===== src/rtl/demux_2x8_buf.sv =====
// rtl/demux_2x8_buf.sv - key-selected 1:4 demultiplexer with a single-entry buffer per channel
module demux_2x8_buf #(
  parameter int WIDTH = 8
) (
  input  logic             clk,
  input  logic             reset_n,
  input  logic [WIDTH-1:0] in_data,
  input  logic [1:0]       in_key,
  input  logic             in_valid,
  output logic             in_ready,
  output logic [WIDTH-1:0] out1,
  output logic [WIDTH-1:0] out2,
  output logic [WIDTH-1:0] out3,
  output logic [WIDTH-1:0] out4,
  output logic [3:0]       out_valid,
  input  logic [3:0]       out_ready,
  output logic [7:0]       accept_cnt,
  output logic             busy
);

  logic [WIDTH-1:0] data_q [4];
  logic [3:0]       valid_q;
  logic [7:0]       cnt_q;
  logic             in_xfer;
  logic [3:0]       load;
  logic [3:0]       out_xfer;

  // A full channel still accepts when its consumer drains it on the same edge.
  assign in_ready = !valid_q[in_key] | out_ready[in_key];
  assign in_xfer  = in_valid & in_ready;

  always_comb begin
    load     = '0;
    out_xfer = valid_q & out_ready;
    if (in_xfer) begin
      load[in_key] = 1'b1;
    end
  end

  always_ff @(posedge clk or negedge reset_n) begin
    if (!reset_n) begin
      valid_q <= '0;
      cnt_q   <= '0;
      for (int i = 0; i < 4; i++) begin
        data_q[i] <= '0;
      end
    end else begin
      for (int i = 0; i < 4; i++) begin
        // A load wins over a drain so pass-through keeps the channel valid.
        if (load[i]) begin
          data_q[i]  <= in_data;
          valid_q[i] <= 1'b1;
        end else if (out_xfer[i]) begin
          valid_q[i] <= 1'b0;
        end
      end
      if (in_xfer) begin
        cnt_q <= cnt_q + 8'd1;
      end
    end
  end

  assign out1       = data_q[0];
  assign out2       = data_q[1];
  assign out3       = data_q[2];
  assign out4       = data_q[3];
  assign out_valid  = valid_q;
  assign accept_cnt = cnt_q;
  assign busy       = |valid_q;

endmodule


===== config.mk =====
export PLATFORM = sky130hd
export DESIGN_NAME = demux_2x8_buf
export DESIGN_NICKNAME = d
export VERILOG_FILES = /design/src/rtl/demux_2x8_buf.sv
export SDC_FILE = /design/constraint.sdc
export NUM_CORES = 1
export LEC_CHECK = 0
export BUFFER_PORTS_ARGS = -buffer_cell sky130_fd_sc_hd__buf_2
export CAP_MARGIN = 10
export CORE_ASPECT_RATIO = 2
export CORE_MARGIN = 3
export CORE_UTILIZATION = 55
export CTS_BUF_LIST = sky130_fd_sc_hd__clkbuf_8
export DETAILED_ROUTE_END_ITERATION = 8
export GPL_TIMING_DRIVEN = 1
export PLACE_DENSITY = 0.87
export RECOVER_POWER = 25
export REMOVE_ABC_BUFFERS = 1
export SYNTH_ARGS = -nofsm -noshare
export SYNTH_HDL_FRONTEND = slang
export SYNTH_SLANG_ARGS = --single-unit

===== constraint.sdc =====
create_clock -name clk -period 3 [get_ports clk]
set_input_delay 0.45 -clock clk [delete_from_list [all_inputs] [get_ports clk]]
set_output_delay 0.45 -clock clk [all_outputs]
set_load 0.02 [all_outputs]

== Word level (Yosys, flattened, before mapping) ==
Cells that the tools add are included.
Word-level totals
  register bits after elaboration: 44
  bits in latches: 0
  memory bits (writable): 0
  ROM bits: 0
  output and inout port bits: 46
  memories: 0
Operators by class
  $add $sub $neg: 1
  multiply operators: 0
  divide/modulo/power cells: 0
  order comparisons: 2
  equality and inequality tests: 0
  shift-type cells: 0
  multiplexer cells: 15
  bitwise gates (word level): 3
  reductions and logical operators: 7
Operators with widths (count)
  $mux W1: 11
  $add A8 B1 Y8 const B: 1
  $reduce_bool A2 Y1: 4
  $and A4 B4 Y4: 1
  $bmux W1 S2: 2
  $mux W4: 1
  $reduce_or A4 Y1: 1
  $lt A2 B3 Y1 const B: 1
  $demux W1 S2: 1
  $ge A2 B1 Y1 const B: 1
  $and A1 B1 Y1: 1
  $logic_and A1 B1 Y1: 1
  $logic_not A1 Y1: 1
  $or A1 B1 Y1: 1

== Logic depth before layout (Yosys ltp) ==
Gate-level depths: netlist (run 1).
  depth after elaboration: 7
  mapped depth: 5
  mapped depth without buffers: 5

== Least setup slack after synthesis (run 1) ==
Ideal clock, no wire load.
  path kind: input to register
  start point: input out_ready[3]
  end point: register cnt_q[1], in the netlist accept_cnt[1]
  library setup time: 0.128 ns
  data arrival time: 1.637 ns
  setup slack: 1.236 ns
  stages on the path: 4
  path through: nand2b_1 mux4_2 nand2_2 mux2_1
Between the ends
  longest elaborated chain between the ends: 4
RTL lines
  start, declared: line 16  | input logic [3:0] out_ready,
  $bmux W1 S2: line 29  | assign in_ready = !valid_q[in_key] | out_ready[in_key];
  $mux W1 (implied by the code): line 29
  $or A1 B1 Y1: line 29
  via in_ready: line 10  | output logic in_ready,
  $and A1 B1 Y1: line 30  | assign in_xfer = in_valid & in_ready;
  end signal, assigned: line 58  | cnt_q <= cnt_q + 8'd1;
  end, declared: line 23  | logic [7:0] cnt_q;
The timed path passes the listed nets, and every way through them passes these cells. The select of a mux whose other input is x is not followed.
A chain may end at the register's enable or synchronous reset.

==> results of run 1 <==
==> kinds of logic (layout without fill, tap and decap cells) <==
group,Yosys count,in the layout
DFF,44,44
adders and majority gates,1,1
AOI/OAI and AO/OA,2,2
xor gates and xnor gates,7,7
muxes,34,34
and+or+nand+nor,32,32
buffers and inverters,3,70
==> worst max-delay path by stage <==
| stage | slack (ps) | to | startpoint | cells past startpoint |
|---|---|---|---|---|
| 3_3_place_gp | 1080 | in_ready | out_ready[0] | 4 |
| 5_1_grt | 520 | out1[6] | reset_n | 1 |
| 4_1_cts | 990 | in_ready | out_valid[1] | 3 |
| 3_5_place_dp | 1010 | out4[4] | in_valid | 4 |
| 6_report | 950 | out2[3] | reset_n | 1 |
| 2_1_floorplan | 1240 | accept_cnt[1] | out_ready[3] | 4 |
==> sequential cells by signal (all words and copies together) (netlist names) <==
register    flops
out1            8
accept_cnt      8
out2            8
out_valid       4
out4            8
out3            8
==> power groups by stage <==
stage | combinational [mW] | sequential (mW) | clock [mW]
after floorplan | 0.173 | 1.01 | 0
after global placement | 0.542 | 0.838 | 0
after detailed placement | 0.560 | 0.850 | 0
after CTS | 0.564 | 0.839 | 0.381
after global routing | 0.594 | 0.858 | 0.405
final | 0.554 | 0.839 | 0.370
==> area by class of cell <==
class	count	share of cell area (%)
clock inverter	2	0.513
sequential	44	50.2
tap	30	1.71
timing repair buffer	62	14.1
multi-input combinational	76	29.8
clock buffer	6	3.76
==> cell usage after synthesis <==
cell type / n / share of area [%]
nor3b_4: 1 / 1.1
mux2_1: 1 / 0.63
mux4_2: 1 / 1.3
nand4_1: 3 / 1.1
dfrtp_1: 44 / 62
o21ai_0: 2 / 0.56
nor2_1: 4 / 0.85
nand2_2: 1 / 0.35
and3_1: 1 / 0.35
ha_1: 1 / 0.70
nand2_1: 10 / 2.1
xnor2_1: 7 / 3.5
or4_1: 1 / 0.42
mux2_2: 32 / 20
nor3b_1: 1 / 0.42
nand2b_1: 4 / 1.4
nor2_2: 1 / 0.35
nand3_1: 4 / 1.1
buf_6: 1 / 0.63
buf_2: 2 / 0.56
nor2b_1: 1 / 0.35
==> per-layer routing <==
layer  routed length, um  part of all wire (%)  up-vias  global-route usage [%]
met2                2150                    56       56                    38.8
met4                 102                   2.7        0                    10.9
li1                    -                     -      555                       -
met5                   0                     0        -                       0
met3                 242                   6.3       11                    5.20
met1                1350                    35      625                    23.1
==> results.md, run 1 <==
* Port bufs at 62
* Synth Cell Area at 1780 um^2
* Leakage at 1.05 nW
* #FFs+latches synth at 44
* # IOs at 63
* Critical path buffers and inverters at 1
* Fraction of layout cells with a size suffix above 1 at 54.7%
* Final worst-path cycle share at 68.4%
* Final Non-Filler Cells at 220
* Crit path cell chain: clkbuf_1
* Int Power at 1.14 mW
* Worst-path maximum fanout at 44
* Post-Synth XOR/XNOR Area at 3.45%
* Largest family of logic cells by synthesized area: multiplexers
* Placed cell areas at 2100 um^2
* Adder-Cell Fraction of Synth Area at 0.705%
* Clock latency on the worst-skew pair at 290 ps
* Syn Area/Cell at 14.4 um^2
* CTS tree: yes
* Kind of critical path: in -> async
* Clock Sinks at 44
* Peak Freq at 0.487 GHz
* Sw Ratio at 35.4%
* Fin. Hold Viols at 0
* Vias per Instance at 5.67
* Worst-path clk slew at 80 ps
* Overall power at 1.76 mW
* Reg2reg end: out4[4]
* Remaining Overflow, GRT at 0
* DRC at 0
* Crit path largest cell delay at 1540 ps
* Routed Antenna Nets at 0
* Compound-Gate Fraction of Synth Area at 0.564%
* Pre-CTS setup slack at 1010 ps
* Drt total wl at 3850 um
* Cell Rows at 28
* Final core occ at 72.8%
* Seq/Total Area, Yosys at 62.0%
* CP Launch Type: primary input
* Vias in the first global route at 1311
* CP arrival at 2010 ps
* Crit Reg-Reg Startpoint: out_valid[3]
* Worst-case reg-to-reg path depth at 3
* Hold Crit Class: in -> reg
* Critical Path End Type: async pin
* Post-CTS setup buffers at 0
* Hold Slack at 427 ps
* Initial Util at 58.9%
* Synth warn at 0
* Setup ws final at 947 ps
* Final #Nets at 207
* Fraction of synthesized area in multiplexers at 22.2%
* DRT iter0 DRCs at 23
* Pins Over Slew Limit at 45
* Combinational power share at 31.4%
* CORE AREA at 3010 um^2
* Simple-gate share of the synthesized area at 9.87%
* PD cells at 803 nW/um^2
* Buffer depth of the longest clock path at 2
* First-pass GRT wire length at 6230 um
* Min-delay src: in_data[1]
* RSZ-0062 raised after global routing: no
* DR pass1 iterations at 4
* P&R area growth vs syn at 23.6%
* Via count of the routed design at 1247
* CP required at 2960 ps
* Hold Buf Count CTS at 0
* Max Cap Violations at 1
* Worst Hold Path EP: out1[1]
* Most common cell after layout, fill and taps aside: buf_2
* Placer Congestion at 0.778
* Slew margin rel. at -46.6%
* Clock skew at 7.30 ps
* Slowest cell on crit path: clkbuf_1
* Chip width at 46.2 um
* # fillers at 216
* CP top delay family: buffers and inverters
* Final setup fails at 0
* Num CTS Buffers at 5
* PostCTS Resize Cnt at 0
* Netlist cell types at 21
* Die H at 86.4 um
* Die area at 3990 um^2
* Antenna violations before repair at 0
* Placed cells at 212
* Fin crit period at 2050 ps
* Commonest cells after routing, fill and taps aside: buf_2, dfrtp_1, mux2_2
* Wire length per cell at 17.5 um
* Clk pwr share at 21.0%
* Area of the multi-input gates at 653 um^2
* ANT cells at 0
* Outcome: complete, but fails checks
* Cells on Worst Hold Path at 2
* Reg2reg setup slack at 1190 ps
* Largest net degree at the start of global routing at 45
* Cell count after synthesis at 123
* Setup Total Neg Slack at 0 ps
* Finished Cell Area at 2190 um^2
* FF/Latch Area at 1100 um^2
* H-tree Lvls at 2
* Flop pwr share at 47.6%
* Worst vdd ir at 0.579 mV
* Overall Global Routing Usage at 22.1%
* Worst slew pin tran at 2200 ps
* Psw at 0.624 mW
* DPL Wire Length at 2940 um
* Failing checks: max-capacitance violations, max-slew violations
* Root Driver: clkbuf_8
Power figures use the tool's default switching activity.
==> inputs of run 2 (changes only) <==
--- a/config.mk
+++ b/config.mk
@@ -9,11 +9,11 @@
 export CAP_MARGIN = 10
 export CORE_ASPECT_RATIO = 2
 export CORE_MARGIN = 3
-export CORE_UTILIZATION = 55
+export CORE_UTILIZATION = 46
 export CTS_BUF_LIST = sky130_fd_sc_hd__clkbuf_8
 export DETAILED_ROUTE_END_ITERATION = 8
 export GPL_TIMING_DRIVEN = 1
-export PLACE_DENSITY = 0.87
+export PLACE_DENSITY = 0.78
 export RECOVER_POWER = 25
 export REMOVE_ABC_BUFFERS = 1
 export SYNTH_ARGS = -nofsm -noshare
==> constraint.sdc (replaced) <==
create_clock -name clk -period 1.8 [get_ports clk]
set_input_delay 0.27 -clock clk [delete_from_list [all_inputs] [get_ports clk]]
set_output_delay 0.27 -clock clk [all_outputs]
set_load 0.02 [all_outputs]
==> run 2 against run 1 <==
Compared with the run above:
- the run now ends clean
- first-iteration DRC count rose by 52%
- final cell count rose by 11%
- sequential share of layout area fell by 0.98 points
- combinational power rose by 66%
- register-to-register slack got worse by 990 ps
- critical path type is now reg -> out
- largest cell class unchanged
==> results.md, run 2 (same netlist as run 1, synthesis figures left out) <==
* Outcome: finished clean
* DRC at 0 (unchanged)
* Most common cell after layout, fill and taps aside: buf_2
* Worst vdd ir at 0.745 mV (+29%)
* Fin. Hold Viols at 0 (unchanged)
* Reg2reg setup slack at 200 ps (-990 ps)
* CP top delay family: multiplexers
* Fraction of layout cells with a size suffix above 1 at 50.8% (-4.0 points)
* Clock latency on the worst-skew pair at 280 ps (about the same)
* Setup ws final at 64.6 ps (-883 ps)
* Kind of critical path: reg -> out
* Die H at 93.9 um (+8.7%)
* CP Launch Type: flop
* Slew margin rel. at 66.5% (+110 points)
* Crit path cell chain: nand2b_1 -> mux4_2 -> buf_2
* DRT iter0 DRCs at 35 (+52%)
* Reg2reg end: out3[1]
* Leakage at 1.05 nW (about the same)
* CP required at 1530 ps (-1430 ps)
* ANT cells at 0 (unchanged)
* Finished Cell Area at 2240 um^2 (+2.0%)
* Largest net degree at the start of global routing at 25 (-44%)
* Post-CTS setup buffers at 0 (unchanged)
* Final setup fails at 0 (unchanged)
* Placer Congestion at 0.793 (+1.9%)
* Num CTS Buffers at 5 (unchanged)
* DPL Wire Length at 3160 um (+7.3%)
* CP arrival at 1470 ps (-540 ps)
* P&R area growth vs syn at 26.1%
* Chip width at 49.9 um (+8.1%)
* Final #Nets at 213 (+2.9%)
* Overall power at 2.88 mW (+63%)
* Initial Util at 48.2% (-11 points)
* Crit Reg-Reg Startpoint: out_valid[2]
* PD cells at 1290 nW/um^2 (+60%)
* Slowest cell on crit path: mux4_2
* Critical Path End Type: output pin
* Crit path depth at 3 (+2)
* DR pass1 iterations at 4 (unchanged)
* # fillers at 316 (+46%)
* Pre-CTS setup slack at 203 ps (-803 ps)
* Buffer depth of the longest clock path at 2 (unchanged)
* Wire length per cell at 16.7 um (-4.3%)
* H-tree Lvls at 2 (unchanged)
* Remaining Overflow, GRT at 0 (unchanged)
* Vias in the first global route at 1307 (-0.31%)
* Critical path buffers and inverters at 1 (unchanged)
* Root Driver: clkbuf_8
* Port bufs at 62 (unchanged)
* Setup Total Neg Slack at 0 ps (unchanged)
* Min-delay src: in_data[4]
* Peak Freq at 0.576 GHz
* Worst-case reg-to-reg path depth at 5 (+2)
* Die area at 4690 um^2 (+18%)
* Final worst-path cycle share at 96.4%
* Worst-path maximum fanout at 3 (-93%)
* CORE AREA at 3680 um^2 (+22%)
* Clock skew at 3.30 ps (-4.00 ps)
* Fin crit period at 1740 ps
* Max Cap Violations at 0 (-1)
* Clock Sinks at 44 (unchanged)
* Worst slew pin tran at 501 ps (-1700 ps)
* # IOs at 63 (unchanged)
* Cell Rows at 31 (+11%)
* Cells on Worst Hold Path at 2 (unchanged)
* Drt total wl at 4080 um (+6.2%)
* Commonest cells after routing, fill and taps aside: buf_2, dfrtp_1, mux2_2
* Routed Antenna Nets at 0 (unchanged)
* Crit path largest cell delay at 510 ps (-1030 ps)
* Placed cell areas at 2160 um^2 (+2.9%)
* Pins Over Slew Limit at 0 (-100%)
* CTS tree: yes
* Overall Global Routing Usage at 18.6% (-3.5 points)
* Hold Crit Class: in -> reg
* Antenna violations before repair at 0 (unchanged)
* Via count of the routed design at 1257 (+0.80%)
* Worst Hold Path EP: out3[4]
* Vias per Instance at 5.15 (-9.1%)
* RSZ-0062 raised after global routing: no
* Worst-path clk slew at 70 ps (about the same)
* First-pass GRT wire length at 6490 um (+4.2%)
## run 2: what timing repair did
item / in CTS / in global routing
hold buffers: 1 / 0
endpoints found under the hold margin: 20 / 0
resized for setup: 0 / 0
## run 2: how the worst max path moves through the flow
stage	startpoint	end	slack (ps)
after floorplan	out_valid[3]	accept_cnt[1]	90
after global placement	out_ready[3]	accept_cnt[1]	230
after detailed placement	in_valid	out1[6]	200
after CTS	out_valid[1]	in_ready	60
after global routing	out_valid[3]	in_ready	7
final	out_valid[1]	in_ready	60
## run 2: routing by layer
| layer | up-vias | track usage (%) | routed length [um] |
|---|---|---|---|
| met5 | - | 0 | 0 |
| met4 | 0 | 7.39 | 64 |
| met3 | 6 | 3.18 | 168 |
| met2 | 51 | 35.3 | 2360 |
| met1 | 629 | 19.6 | 1490 |
| li1 | 571 | - | - |
## run 2: cell type report
cell class | instances | area [um^2] | share of cell area [%]
sequential | 44 | 1100 | 49.2
multi-input combinational | 76 | 653 | 29.2
timing repair buffer | 68 | 345 | 15.4
clock buffer | 5 | 68.8 | 3.07
tap | 49 | 61.3 | 2.74
clock inverter | 2 | 8.76 | 0.391
## run 2: metrics by stage
step / hold WS, ps / cells / util [%]
after global routing: 243 / 244 / 60.7
after detailed placement: 245 / 236 / 58.7
after floorplan: -25.6 / 120 / -
after CTS: 244 / 244 / 61.1
after global placement: 227 / 236 / 58.7
final: 250 / 244 / 60.7
## run 2: where the power goes
group	switching (mW)	internal [mW]
registers	0.184	1.22
clock network	0.299	0.258
logic	0.551	0.370
